--- config.mk ---
export PLATFORM = sky130hd
export DESIGN_NAME = idex_stage_flat
export DESIGN_NICKNAME = d
export VERILOG_FILES = /design/src/rtl/pipeline_pkg.sv /design/src/rtl/idex_stage_if.sv /design/src/rtl/hazard_unit.sv /design/src/rtl/idex_stage.sv /design/src/flat_wrapper.sv
export SDC_FILE = /design/constraint.sdc
export NUM_CORES = 1
export LEC_CHECK = 0
export BUFFER_PORTS_ARGS = -buffer_cell sky130_fd_sc_hd__buf_2
export CAP_MARGIN = 20
export CORE_MARGIN = 10
export CORE_UTILIZATION = 51
export CTS_BUF_LIST = sky130_fd_sc_hd__clkbuf_8
export DETAILED_ROUTE_END_ITERATION = 10
export PLACE_DENSITY_LB_ADDON = 0.3
export SYNTH_ARGS = -nofsm -noshare
export SYNTH_HDL_FRONTEND = slang
export SYNTH_SLANG_ARGS = --single-unit
--- constraint.sdc ---
create_clock -name clk -period 3.41 [get_ports clk]
set_input_delay 0.682 -clock clk [delete_from_list [all_inputs] [get_ports clk]]
set_output_delay 0.682 -clock clk [all_outputs]
set_load 0.02 [all_outputs]
--- src/rtl/pipeline_pkg.sv ---
// Shared pipeline definitions: RegDst and forward-select encodings, control bundle
// and EX-stage payload layouts, and the immediate-extension helper.
package pipeline_pkg;

  localparam int unsigned DATA_W     = 32;
  localparam int unsigned REG_W      = 5;
  localparam int unsigned ALUFUN_W   = 6;
  localparam int unsigned REGDST_W   = 2;
  localparam int unsigned MEMTOREG_W = 2;
  localparam int unsigned FWD_W      = 2;

  typedef enum logic [REGDST_W-1:0] {
    REGDST_RD = 2'd0,
    REGDST_RT = 2'd1,
    REGDST_RA = 2'd2,
    REGDST_XP = 2'd3
  } regdst_e;

  typedef enum logic [FWD_W-1:0] {
    FWD_NONE = 2'd0,
    FWD_MEM  = 2'd1,
    FWD_EX   = 2'd2
  } fwd_e;

  typedef struct packed {
    logic [REGDST_W-1:0]   reg_dst;
    logic                  reg_wr;
    logic                  alu_src1;
    logic                  alu_src2;
    logic [ALUFUN_W-1:0]   alu_fun;
    logic                  sign;
    logic                  mem_wr;
    logic                  mem_rd;
    logic [MEMTOREG_W-1:0] mem_to_reg;
    logic                  ext_op;
    logic                  lu_op;
  } ctrl_t;

  typedef struct packed {
    ctrl_t             ctrl;
    logic [DATA_W-1:0] pc_plus;
    logic [DATA_W-1:0] a;
    logic [DATA_W-1:0] b;
    logic [DATA_W-1:0] imm;
    logic [REG_W-1:0]  shamt;
    logic [REG_W-1:0]  rs;
    logic [REG_W-1:0]  rt;
    logic [REG_W-1:0]  write_reg;
    fwd_e              fwd_a;
    fwd_e              fwd_b;
  } ex_t;

  // Upper-load, sign- or zero-extension of a 16-bit immediate
  function automatic logic [DATA_W-1:0] ext_imm(input logic [15:0] imm,
                                                input logic ext_op,
                                                input logic lu_op);
    if (lu_op)       return {imm, 16'h0000};
    else if (ext_op) return {{16{imm[15]}}, imm};
    else             return {16'h0000, imm};
  endfunction

endpackage

--- src/rtl/idex_stage_if.sv ---
// ID->EX stage bus: decoded ID inputs, MEM destination, EX outputs and hazard status.
interface idex_stage_if;
  import pipeline_pkg::*;

  logic [DATA_W-1:0]     id_Instr;
  logic [DATA_W-1:0]     id_PCplus;
  logic [DATA_W-1:0]     id_DatabusA;
  logic [DATA_W-1:0]     id_DatabusB;
  logic [REGDST_W-1:0]   id_RegDst;
  logic                  id_RegWr;
  logic                  id_ALUSrc1;
  logic                  id_ALUSrc2;
  logic [ALUFUN_W-1:0]   id_ALUFun;
  logic                  id_Sign;
  logic                  id_MemWr;
  logic                  id_MemRd;
  logic [MEMTOREG_W-1:0] id_MemtoReg;
  logic                  id_EXTOp;
  logic                  id_LUOp;
  logic                  flush;
  logic                  mem_RegWr;
  logic [REG_W-1:0]      mem_WriteReg;

  logic [REGDST_W-1:0]   ex_RegDst;
  logic                  ex_RegWr;
  logic                  ex_ALUSrc1;
  logic                  ex_ALUSrc2;
  logic [ALUFUN_W-1:0]   ex_ALUFun;
  logic                  ex_Sign;
  logic                  ex_MemWr;
  logic                  ex_MemRd;
  logic [MEMTOREG_W-1:0] ex_MemtoReg;
  logic                  ex_EXTOp;
  logic                  ex_LUOp;
  logic [DATA_W-1:0]     ex_PCplus;
  logic [DATA_W-1:0]     ex_A;
  logic [DATA_W-1:0]     ex_B;
  logic [DATA_W-1:0]     ex_Imm;
  logic [REG_W-1:0]      ex_Shamt;
  logic [REG_W-1:0]      ex_Rs;
  logic [REG_W-1:0]      ex_Rt;
  logic [REG_W-1:0]      ex_WriteReg;
  logic [FWD_W-1:0]      fwdA;
  logic [FWD_W-1:0]      fwdB;
  logic                  datahazard;
  logic [DATA_W-1:0]     stall_count;

  modport master (
    output id_Instr, id_PCplus, id_DatabusA, id_DatabusB, id_RegDst, id_RegWr,
           id_ALUSrc1, id_ALUSrc2, id_ALUFun, id_Sign, id_MemWr, id_MemRd,
           id_MemtoReg, id_EXTOp, id_LUOp, flush, mem_RegWr, mem_WriteReg,
    input  ex_RegDst, ex_RegWr, ex_ALUSrc1, ex_ALUSrc2, ex_ALUFun, ex_Sign,
           ex_MemWr, ex_MemRd, ex_MemtoReg, ex_EXTOp, ex_LUOp, ex_PCplus, ex_A,
           ex_B, ex_Imm, ex_Shamt, ex_Rs, ex_Rt, ex_WriteReg, fwdA, fwdB,
           datahazard, stall_count
  );

  modport slave (
    input  id_Instr, id_PCplus, id_DatabusA, id_DatabusB, id_RegDst, id_RegWr,
           id_ALUSrc1, id_ALUSrc2, id_ALUFun, id_Sign, id_MemWr, id_MemRd,
           id_MemtoReg, id_EXTOp, id_LUOp, flush, mem_RegWr, mem_WriteReg,
    output ex_RegDst, ex_RegWr, ex_ALUSrc1, ex_ALUSrc2, ex_ALUFun, ex_Sign,
           ex_MemWr, ex_MemRd, ex_MemtoReg, ex_EXTOp, ex_LUOp, ex_PCplus, ex_A,
           ex_B, ex_Imm, ex_Shamt, ex_Rs, ex_Rt, ex_WriteReg, fwdA, fwdB,
           datahazard, stall_count
  );
endinterface

--- src/rtl/hazard_unit.sv ---
// Combinational hazard detection and forward-select generation for the ID stage.
// With IDEX_FWD_EN defined only load-use stalls; otherwise any live EX/MEM RAW stalls.
module hazard_unit
  import pipeline_pkg::*;
(
  input  logic [REG_W-1:0] id_rs,
  input  logic [REG_W-1:0] id_rt,
  input  logic             ex_reg_wr,
  input  logic             ex_mem_rd,
  input  logic [REG_W-1:0] ex_write_reg,
  input  logic             mem_reg_wr,
  input  logic [REG_W-1:0] mem_write_reg,
  output logic             datahazard_c,
  output fwd_e             fwd_a_c,
  output fwd_e             fwd_b_c
);

  logic ex_live, mem_live, ex_hit, mem_hit, load_use;

  // Compare ID sources against EX/MEM destinations; $0 never matches
  always_comb begin
    ex_live  = ex_reg_wr && (ex_write_reg != '0);
    mem_live = mem_reg_wr && (mem_write_reg != '0);
    ex_hit   = (ex_write_reg == id_rs) || (ex_write_reg == id_rt);
    mem_hit  = (mem_write_reg == id_rs) || (mem_write_reg == id_rt);
    load_use = ex_mem_rd && (ex_write_reg != '0) && ex_hit;
    fwd_a_c  = FWD_NONE;
    fwd_b_c  = FWD_NONE;
`ifdef IDEX_FWD_EN
    datahazard_c = load_use;
    if (ex_live && (ex_write_reg == id_rs))        fwd_a_c = FWD_EX;
    else if (mem_live && (mem_write_reg == id_rs)) fwd_a_c = FWD_MEM;
    if (ex_live && (ex_write_reg == id_rt))        fwd_b_c = FWD_EX;
    else if (mem_live && (mem_write_reg == id_rt)) fwd_b_c = FWD_MEM;
`else
    datahazard_c = load_use || (ex_live && ex_hit) || (mem_live && mem_hit);
`endif
  end

endmodule

--- src/rtl/idex_stage.sv ---
// ID/EX pipeline register: extends the immediate, selects the EX destination,
// inserts bubbles on hazards or flushes and counts them (saturating).
// Optional forwarding selects enabled by defining IDEX_FWD_EN.
module idex_stage
  import pipeline_pkg::*;
#(
  parameter int unsigned RA_REG = 31,
  parameter int unsigned XP_REG = 26
) (
  input logic         clk,
  input logic         reset,
  idex_stage_if.slave bus
);

  ex_t               ex_q, ex_d, id_ex_c;
  logic [DATA_W-1:0] stall_count_q, stall_count_d;
  logic              datahazard_c, bubble_c;
  fwd_e              fwd_a_c, fwd_b_c;
  logic [REG_W-1:0]  id_rs_c, id_rt_c;
  logic              unused_opcode;

  assign id_rs_c       = bus.id_Instr[25:21];
  assign id_rt_c       = bus.id_Instr[20:16];
  assign unused_opcode = ^bus.id_Instr[31:26];

  hazard_unit u_hazard (
    .id_rs         (id_rs_c),
    .id_rt         (id_rt_c),
    .ex_reg_wr     (ex_q.ctrl.reg_wr),
    .ex_mem_rd     (ex_q.ctrl.mem_rd),
    .ex_write_reg  (ex_q.write_reg),
    .mem_reg_wr    (bus.mem_RegWr),
    .mem_write_reg (bus.mem_WriteReg),
    .datahazard_c  (datahazard_c),
    .fwd_a_c       (fwd_a_c),
    .fwd_b_c       (fwd_b_c)
  );

  // Assemble the EX payload from the ID instruction and decoded controls
  always_comb begin
    id_ex_c                 = '0;
    id_ex_c.ctrl.reg_dst    = bus.id_RegDst;
    id_ex_c.ctrl.reg_wr     = bus.id_RegWr;
    id_ex_c.ctrl.alu_src1   = bus.id_ALUSrc1;
    id_ex_c.ctrl.alu_src2   = bus.id_ALUSrc2;
    id_ex_c.ctrl.alu_fun    = bus.id_ALUFun;
    id_ex_c.ctrl.sign       = bus.id_Sign;
    id_ex_c.ctrl.mem_wr     = bus.id_MemWr;
    id_ex_c.ctrl.mem_rd     = bus.id_MemRd;
    id_ex_c.ctrl.mem_to_reg = bus.id_MemtoReg;
    id_ex_c.ctrl.ext_op     = bus.id_EXTOp;
    id_ex_c.ctrl.lu_op      = bus.id_LUOp;
    id_ex_c.pc_plus         = bus.id_PCplus;
    id_ex_c.a               = bus.id_DatabusA;
    id_ex_c.b               = bus.id_DatabusB;
    id_ex_c.imm             = ext_imm(bus.id_Instr[15:0], bus.id_EXTOp, bus.id_LUOp);
    id_ex_c.shamt           = bus.id_Instr[10:6];
    id_ex_c.rs              = id_rs_c;
    id_ex_c.rt              = id_rt_c;
    id_ex_c.fwd_a           = fwd_a_c;
    id_ex_c.fwd_b           = fwd_b_c;
    case (regdst_e'(bus.id_RegDst))
      REGDST_RD: id_ex_c.write_reg = bus.id_Instr[15:11];
      REGDST_RT: id_ex_c.write_reg = id_rt_c;
      REGDST_RA: id_ex_c.write_reg = REG_W'(RA_REG);
      REGDST_XP: id_ex_c.write_reg = REG_W'(XP_REG);
    endcase
  end

  // Load the ID payload or a zeroed bubble; count bubbles, saturating at all-ones
  always_comb begin
    bubble_c      = datahazard_c || bus.flush;
    ex_d          = id_ex_c;
    stall_count_d = stall_count_q;
    if (bubble_c) begin
      ex_d = '0;
      if (stall_count_q != '1) stall_count_d = stall_count_q + DATA_W'(1);
    end
  end

  // Stage register and bubble counter
  always_ff @(posedge clk or negedge reset) begin
    if (!reset) begin
      ex_q          <= '0;
      stall_count_q <= '0;
    end else begin
      ex_q          <= ex_d;
      stall_count_q <= stall_count_d;
    end
  end

  assign bus.ex_RegDst   = ex_q.ctrl.reg_dst;
  assign bus.ex_RegWr    = ex_q.ctrl.reg_wr;
  assign bus.ex_ALUSrc1  = ex_q.ctrl.alu_src1;
  assign bus.ex_ALUSrc2  = ex_q.ctrl.alu_src2;
  assign bus.ex_ALUFun   = ex_q.ctrl.alu_fun;
  assign bus.ex_Sign     = ex_q.ctrl.sign;
  assign bus.ex_MemWr    = ex_q.ctrl.mem_wr;
  assign bus.ex_MemRd    = ex_q.ctrl.mem_rd;
  assign bus.ex_MemtoReg = ex_q.ctrl.mem_to_reg;
  assign bus.ex_EXTOp    = ex_q.ctrl.ext_op;
  assign bus.ex_LUOp     = ex_q.ctrl.lu_op;
  assign bus.ex_PCplus   = ex_q.pc_plus;
  assign bus.ex_A        = ex_q.a;
  assign bus.ex_B        = ex_q.b;
  assign bus.ex_Imm      = ex_q.imm;
  assign bus.ex_Shamt    = ex_q.shamt;
  assign bus.ex_Rs       = ex_q.rs;
  assign bus.ex_Rt       = ex_q.rt;
  assign bus.ex_WriteReg = ex_q.write_reg;
  assign bus.fwdA        = ex_q.fwd_a;
  assign bus.fwdB        = ex_q.fwd_b;
  assign bus.datahazard  = datahazard_c;
  assign bus.stall_count = stall_count_q;

endmodule
--- src/flat_wrapper.sv ---
// flat-port wrapper written by rule: the top's interface ports become plain ports
module idex_stage_flat import pipeline_pkg::*;
#(
  parameter int unsigned RA_REG = 31,
  parameter int unsigned XP_REG = 26
)
  (clk, reset, bus_id_Instr, bus_id_PCplus, bus_id_DatabusA, bus_id_DatabusB, bus_id_RegDst, bus_id_RegWr, bus_id_ALUSrc1, bus_id_ALUSrc2, bus_id_ALUFun, bus_id_Sign, bus_id_MemWr, bus_id_MemRd, bus_id_MemtoReg, bus_id_EXTOp, bus_id_LUOp, bus_flush, bus_mem_RegWr, bus_mem_WriteReg, bus_ex_RegDst, bus_ex_RegWr, bus_ex_ALUSrc1, bus_ex_ALUSrc2, bus_ex_ALUFun, bus_ex_Sign, bus_ex_MemWr, bus_ex_MemRd, bus_ex_MemtoReg, bus_ex_EXTOp, bus_ex_LUOp, bus_ex_PCplus, bus_ex_A, bus_ex_B, bus_ex_Imm, bus_ex_Shamt, bus_ex_Rs, bus_ex_Rt, bus_ex_WriteReg, bus_fwdA, bus_fwdB, bus_datahazard, bus_stall_count);
  idex_stage_if bus_i ();
  input logic clk;
  input logic reset;
  input wire logic [$bits(bus_i.id_Instr)-1:0] bus_id_Instr;
  input wire logic [$bits(bus_i.id_PCplus)-1:0] bus_id_PCplus;
  input wire logic [$bits(bus_i.id_DatabusA)-1:0] bus_id_DatabusA;
  input wire logic [$bits(bus_i.id_DatabusB)-1:0] bus_id_DatabusB;
  input wire logic [$bits(bus_i.id_RegDst)-1:0] bus_id_RegDst;
  input wire logic [$bits(bus_i.id_RegWr)-1:0] bus_id_RegWr;
  input wire logic [$bits(bus_i.id_ALUSrc1)-1:0] bus_id_ALUSrc1;
  input wire logic [$bits(bus_i.id_ALUSrc2)-1:0] bus_id_ALUSrc2;
  input wire logic [$bits(bus_i.id_ALUFun)-1:0] bus_id_ALUFun;
  input wire logic [$bits(bus_i.id_Sign)-1:0] bus_id_Sign;
  input wire logic [$bits(bus_i.id_MemWr)-1:0] bus_id_MemWr;
  input wire logic [$bits(bus_i.id_MemRd)-1:0] bus_id_MemRd;
  input wire logic [$bits(bus_i.id_MemtoReg)-1:0] bus_id_MemtoReg;
  input wire logic [$bits(bus_i.id_EXTOp)-1:0] bus_id_EXTOp;
  input wire logic [$bits(bus_i.id_LUOp)-1:0] bus_id_LUOp;
  input wire logic [$bits(bus_i.flush)-1:0] bus_flush;
  input wire logic [$bits(bus_i.mem_RegWr)-1:0] bus_mem_RegWr;
  input wire logic [$bits(bus_i.mem_WriteReg)-1:0] bus_mem_WriteReg;
  output wire logic [$bits(bus_i.ex_RegDst)-1:0] bus_ex_RegDst;
  output wire logic [$bits(bus_i.ex_RegWr)-1:0] bus_ex_RegWr;
  output wire logic [$bits(bus_i.ex_ALUSrc1)-1:0] bus_ex_ALUSrc1;
  output wire logic [$bits(bus_i.ex_ALUSrc2)-1:0] bus_ex_ALUSrc2;
  output wire logic [$bits(bus_i.ex_ALUFun)-1:0] bus_ex_ALUFun;
  output wire logic [$bits(bus_i.ex_Sign)-1:0] bus_ex_Sign;
  output wire logic [$bits(bus_i.ex_MemWr)-1:0] bus_ex_MemWr;
  output wire logic [$bits(bus_i.ex_MemRd)-1:0] bus_ex_MemRd;
  output wire logic [$bits(bus_i.ex_MemtoReg)-1:0] bus_ex_MemtoReg;
  output wire logic [$bits(bus_i.ex_EXTOp)-1:0] bus_ex_EXTOp;
  output wire logic [$bits(bus_i.ex_LUOp)-1:0] bus_ex_LUOp;
  output wire logic [$bits(bus_i.ex_PCplus)-1:0] bus_ex_PCplus;
  output wire logic [$bits(bus_i.ex_A)-1:0] bus_ex_A;
  output wire logic [$bits(bus_i.ex_B)-1:0] bus_ex_B;
  output wire logic [$bits(bus_i.ex_Imm)-1:0] bus_ex_Imm;
  output wire logic [$bits(bus_i.ex_Shamt)-1:0] bus_ex_Shamt;
  output wire logic [$bits(bus_i.ex_Rs)-1:0] bus_ex_Rs;
  output wire logic [$bits(bus_i.ex_Rt)-1:0] bus_ex_Rt;
  output wire logic [$bits(bus_i.ex_WriteReg)-1:0] bus_ex_WriteReg;
  output wire logic [$bits(bus_i.fwdA)-1:0] bus_fwdA;
  output wire logic [$bits(bus_i.fwdB)-1:0] bus_fwdB;
  output wire logic [$bits(bus_i.datahazard)-1:0] bus_datahazard;
  output wire logic [$bits(bus_i.stall_count)-1:0] bus_stall_count;
  assign bus_i.id_Instr = bus_id_Instr;
  assign bus_i.id_PCplus = bus_id_PCplus;
  assign bus_i.id_DatabusA = bus_id_DatabusA;
  assign bus_i.id_DatabusB = bus_id_DatabusB;
  assign bus_i.id_RegDst = bus_id_RegDst;
  assign bus_i.id_RegWr = bus_id_RegWr;
  assign bus_i.id_ALUSrc1 = bus_id_ALUSrc1;
  assign bus_i.id_ALUSrc2 = bus_id_ALUSrc2;
  assign bus_i.id_ALUFun = bus_id_ALUFun;
  assign bus_i.id_Sign = bus_id_Sign;
  assign bus_i.id_MemWr = bus_id_MemWr;
  assign bus_i.id_MemRd = bus_id_MemRd;
  assign bus_i.id_MemtoReg = bus_id_MemtoReg;
  assign bus_i.id_EXTOp = bus_id_EXTOp;
  assign bus_i.id_LUOp = bus_id_LUOp;
  assign bus_i.flush = bus_flush;
  assign bus_i.mem_RegWr = bus_mem_RegWr;
  assign bus_i.mem_WriteReg = bus_mem_WriteReg;
  assign bus_ex_RegDst = bus_i.ex_RegDst;
  assign bus_ex_RegWr = bus_i.ex_RegWr;
  assign bus_ex_ALUSrc1 = bus_i.ex_ALUSrc1;
  assign bus_ex_ALUSrc2 = bus_i.ex_ALUSrc2;
  assign bus_ex_ALUFun = bus_i.ex_ALUFun;
  assign bus_ex_Sign = bus_i.ex_Sign;
  assign bus_ex_MemWr = bus_i.ex_MemWr;
  assign bus_ex_MemRd = bus_i.ex_MemRd;
  assign bus_ex_MemtoReg = bus_i.ex_MemtoReg;
  assign bus_ex_EXTOp = bus_i.ex_EXTOp;
  assign bus_ex_LUOp = bus_i.ex_LUOp;
  assign bus_ex_PCplus = bus_i.ex_PCplus;
  assign bus_ex_A = bus_i.ex_A;
  assign bus_ex_B = bus_i.ex_B;
  assign bus_ex_Imm = bus_i.ex_Imm;
  assign bus_ex_Shamt = bus_i.ex_Shamt;
  assign bus_ex_Rs = bus_i.ex_Rs;
  assign bus_ex_Rt = bus_i.ex_Rt;
  assign bus_ex_WriteReg = bus_i.ex_WriteReg;
  assign bus_fwdA = bus_i.fwdA;
  assign bus_fwdB = bus_i.fwdB;
  assign bus_datahazard = bus_i.datahazard;
  assign bus_stall_count = bus_i.stall_count;
  idex_stage #(.RA_REG(RA_REG), .XP_REG(XP_REG)) u_core (.clk(clk), .reset(reset), .bus(bus_i));
endmodule
Word level (Yosys, flattened, before mapping)

Cells that the tools add are included.

Flip-flop bits (word level): 202

Equal/unequal tests: 8
$add $sub $neg: 1
Reductions and logical operators: 15
Mux-type cells: 4

Operator list:

| cell                                                                   | count |
|---|---|
| 170-bit 2-to-1 mux                                                     | 1 |
| 32-bit 2-to-1 mux                                                      | 2 |
| 32-bit by 1-bit adder with 32-bit output (second input constant)       | 1 |
| 32-bit != test (second input constant)                                 | 1 |
| 5-bit equality test                                                    | 4 |
| 5-bit one-hot mux with 4 select lines                                  | 1 |
| 5-bit nonzero test                                                     | 2 |
| 1-bit logical AND                                                      | 6 |
| 1-bit logical OR                                                       | 5 |
| 2-bit equality test (second input constant)                            | 2 |
| 2-bit by 1-bit equality test with 1-bit output (second input constant) | 1 |
| 2-bit logical NOT                                                      | 1 |
| 2-bit AND reduction                                                    | 1 |

Depth between registers and ports, before layout

Depth in word-level cells: 7
Mapped depth: 8
Gate-level depth less buffers: 6

Hierarchy

Synthesis repeated with hierarchy kept, for this count alone.

Cells, all modules: 575
Area total of the unflattened synthesis: 7388.3 um2

Modules (own cells, without submodules):

| module      | sequential area each (um2) | times used | area each (um2) | cells each |
|---|---|---|---|---|
| idex_stage  | 5054.8                     | 1          | 7096.8          | 535 |
| hazard_unit | 0.0                        | 1          | 291.5           | 40 |

Worst setup path before layout

Ideal clock, no wire load.

Kind: input to output
Start: input bus_mem_WriteReg[1]
End: output bus_datahazard
Slack: 1000 ps
Arrival: 1728 ps
Cell stages on the path: 4
Path buffers: 0
Required time: 2728 ps
Path through: or4_1 o21ai_1 inv_1 a22o_1

Longest elaborated chain between the ends: 4

RTL lines:

| element                                                   | RTL line                             | source |
|---|---|---|
| from (decl)                                               | flat_wrapper.sv:28                   | `input wire logic [$bits(bus_i.mem_WriteReg)-1:0] bus_mem_WriteReg;` |
| 5-bit equality test or 5-bit nonzero test (tied branches) | hazard_unit.sv:25, hazard_unit.sv:23 |  |
| 1-bit logical OR or 1-bit logical AND (tied branches)     | hazard_unit.sv:25, hazard_unit.sv:23 |  |
| 1-bit logical AND *                                       | hazard_unit.sv:36                    | `datahazard_c = load_use \|\| (ex_live && ex_hit) \|\| (mem_live && mem_hit);` |
| 1-bit logical OR *                                        | hazard_unit.sv:36                    |  |
| to (decl)                                                 | flat_wrapper.sv:50                   | `output wire logic [$bits(bus_i.datahazard)-1:0] bus_datahazard;` |

Every way passes the cells marked *; elsewhere a longest branch is shown, timed or not.

Final worst setup path

Start: register u_core.ex_q, in the netlist u_core.bus.ex_WriteReg[0]
End: output bus_datahazard

Longest elaborated chain between the ends: 5

RTL lines:

| element                                                   | RTL line                                                | source |
|---|---|---|
| from (decl)                                               | idex_stage.sv:15                                        | `ex_t ex_q, ex_d, id_ex_c;` |
| from (signal assigned)                                    | idex_stage.sv:84                                        | `ex_q <= '0;` |
| from (signal assigned)                                    | idex_stage.sv:87                                        | `ex_q <= ex_d;` |
| 5-bit equality test or 5-bit nonzero test (tied branches) | hazard_unit.sv:24, hazard_unit.sv:22, hazard_unit.sv:26 |  |
| 1-bit logical OR, or another cell as far along            | hazard_unit.sv:24                                       | `ex_hit = (ex_write_reg == id_rs) \|\| (ex_write_reg == id_rt);` |
| 1-bit logical AND (on tied branches)                      | hazard_unit.sv:26, hazard_unit.sv:36                    |  |
| 1-bit logical OR * (2 in series)                          | hazard_unit.sv:36                                       |  |

Marked as above.

==> out/metrics.cfg <==
[setup_path]
cp-end-kind = primary output
worst-endpoint-arrival_ns = 2.13
path_class = register to primary output
slowest_delay_ns = 0.53
path_cells = or4_1, o22a_1, a22o_1, buf_2
critPathTopFamily = simple AND/OR/NAND/NOR gates
slowest_stage = or4_1
reg2regPathDepth = 6
crit_cells = 4
cp.required_ns = 2.73
critPathBufInv = 1
cp-start-kind = register
crit_path_max_fanout = 5

[synth]
synthTopCellsByArea = dfrtp_1 68%, and2_1 12%, xor2_1 3.6%, xnor2_1 2.5%, a21boi_0 1.5%
synthMuxAreaShare = 0.006166
synth-xor-area-share = 0.06115
yosysSeqAreaShare = 0.6783
ys_ff_latch = 198
synth-simple-area-share = 0.1996
yosysMostFrequentCell = dfrtp_1
avgSynthCellArea_um2 = 12.91
yosysTopAreaCell = dfrtp_1
synthAdderAreaFrac = 0.001713
synth_compound_area_frac = 0.02998
netlist_instances = 566
yosysTopAreaCellShare = 0.6783
ys_warn_count = 0
ys_async_sr_fraction = 1.000
synthDistinctLibCells = 39
synth-edff-count = 0
ys_top_cells_by_count = 198 x dfrtp_1, 145 x and2_1, 30 x nand2_1, 30 x xor2_1, 21 x xnor2_1
synth_flop_cell = dfrtp_1
synth_area_mm2 = 0.007305
synth_top_family_by_area = simple AND/OR/NAND/NOR gates

[drt]
dr.pass1.iters = 5
drt_iter0_drc = 183
via_per_inst = 4.796
drc_errors = 0
vias = 5309
drtAntennaViolNets = 0
wirelength_mm = 21.99
wl_per_cell_um = 19.87

[die]
coreArea_mm2 = 0.01393
die-area_mm2 = 0.01951
dieHeight_um = 139.7
start_util = 0.5242
die_w_um = 139.7
io_pins = 358
rows = 43

[place]
gp_routability_congestion = 0.8602
place_inst = 1076
dpl_cell_area_mm2 = 0.009246
io_buffers = 347
dp_slack_ns = 0.5428
dpl.hpwl_mm = 17.23

[clock_network]
htreeDepth = 4
postCtsResizedCells = 0
cts-buffers-inserted = 17
clockBufferDepth = 2
root_buffer = clkbuf_8
cts_sinks = 198
holdBufCountCts = 0
post_cts_buffers = 0
clk_pin_slew_ns = 0.09
clkLatencyLatePin_ns = 0.45
cts_tree = built

[cells_and_area]
layout-drive-gt1-share = 0.4270
fin_util = 0.6926
fin_cells = 1107
final_area_mm2 = 0.009651
nets = 1071
areaGrowthSynthToFinish_pct = 32.12

[timing]
setup_slack_ns = 0.6013
finalClockSkew_ns = 0.01226
finalHoldViolations = 0
timing.fmax_ghz = 0.3560
finalSetupViolCount = 0
tns_ns = 0
rsz0062_at_grt = false
final_max_slew_viol_count = 0
fin_crit_sh = 0.8237
finalCriticalPeriod_ns = 2.809
tightest_slew_ns = 0.6953
relSlewSlack = 0.5365

[pwr]
powerDensity_mw_per_mm2 = 531.7
leakagePower_uw = 0.005185
power_switching_share = 0.2928
ir_drop_uv = 401.4
switchingPower_uw = 1502
power_frac_seq = 0.519
p_clk_frac = 0.296
p_int_uw = 3629
power_frac_comb = 0.185

[min_path]
hold_path_class = input port to async pin

[grt]
antenna_found_initial = 2
grt_max_degree = 90
first_global_vias = 5725
grt-ovfl-total = 0
grt_pass1_wl_mm = 33.38
grt_usage = 0.2193

[run]
maxCapViolCount = 0

[outcome]
status = complete, no violations

==> metrics by stage <==
step                hold slack [ns]  total power (µW)
floorplan                    0.3864              3218
global placement             0.4654              3644
detailed placement           0.4724              3674
CTS                          0.2798              5185
global route                 0.2985              5379
finish                       0.2754              5131
==> power by group through the flow <==
stage | clock network [µW] | registers, µW | logic [µW]
final | 1520 | 2660 | 950
after global routing | 1660 | 2690 | 1030
after CTS | 1550 | 2660 | 968
after detailed placement | 0 | 2710 | 965
after global placement | 0 | 2700 | 949
after floorplan | 0 | 2940 | 275
==> sequential cells by signal (all words and copies together) (netlist names), 5 cells and up <==
name / cells
u_core.bus.ex_ALUFun: 6
u_core.bus.stall_count: 32
u_core.bus.ex_PCplus: 32
u_core.bus.ex_A: 32
u_core.bus.ex_Rt: 5
u_core.bus.ex_B: 32
u_core.bus.ex_WriteReg: 5
u_core.bus.ex_Rs: 5
u_core.bus.ex_Imm: 32
u_core.bus.ex_Shamt: 5
==> layout by cell type (no fill, tap or decap), types with 4 or more instances in the layout <==
| cell | count |
|---|---|
| a21boi_0 | 15 |
| and2_1 | 145 |
| and3_1 | 5 |
| buf_2 | 346 |
| buf_4 | 7 |
| clkbuf_8 | 19 |
| clkinvlp_4 | 4 |
| conb_1 | 4 |
| dfrtp_1 | 198 |
| mux2_2 | 4 |
| nand2_1 | 30 |
| nand3_1 | 14 |
| nand4_1 | 4 |
| nor2_1 | 8 |
| nor3_1 | 18 |
| nor4_1 | 9 |
| xnor2_1 | 21 |
| xor2_1 | 30 |
==> layout make-up <==
class / instances / area [µm²]
Sequential cell: 198 / 4955
Fill cell: 1048 / 4284
Multi-Input combinational cell: 339 / 2201
Timing Repair Buffer: 357 / 1858
Clock buffer: 18 / 247.7
Tap cell: 180 / 225.2
Clock inverter: 11 / 151.4
Inverter: 2 / 7.507
Antenna cell: 2 / 5.005
==> worst paths after layout <==
path	start	slack, ns	to
setup / recovery	u_core.bus.ex_WriteReg[0]	0.60	bus_datahazard
hold / removal	reset	0.28	u_core.bus.ex_Imm[4]
setup reg to reg	u_core.bus.ex_WriteReg[0]	0.93	u_core.bus.ex_Imm[23]
hold reg to reg	u_core.bus.stall_count[27]	0.49	u_core.bus.stall_count[27]
max in group asynchronous	reset	2.37	u_core.bus.ex_WriteReg[4]
min in group clk	bus_id_DatabusB[7]	0.43	u_core.bus.ex_B[7]
==> kinds of logic (layout without fill, tap and decap cells) <==
kind of cell / Yosys count / in the layout
AND/OR/NAND/NOR: 251 / 251
flip-flops: 198 / 198
XOR/XNOR: 51 / 51
buffers and inverters: 32 / 388
AO/OA/AOI/OAI: 28 / 28
multiplexers: 4 / 4
adder cells (fa/ha/maj): 1 / 1
other: 1 / 6
==> per-layer routing <==
layer,share of wire,GRT usage,vias up
met1,0.36,0.2397,2563
li1,-,-,2515
met3,0.084,0.07894,28
met4,0.017,0.07500,0
met5,0,0,-
met2,0.53,0.3854,203
No activity file was read; power rests on OpenSTA's default activity.
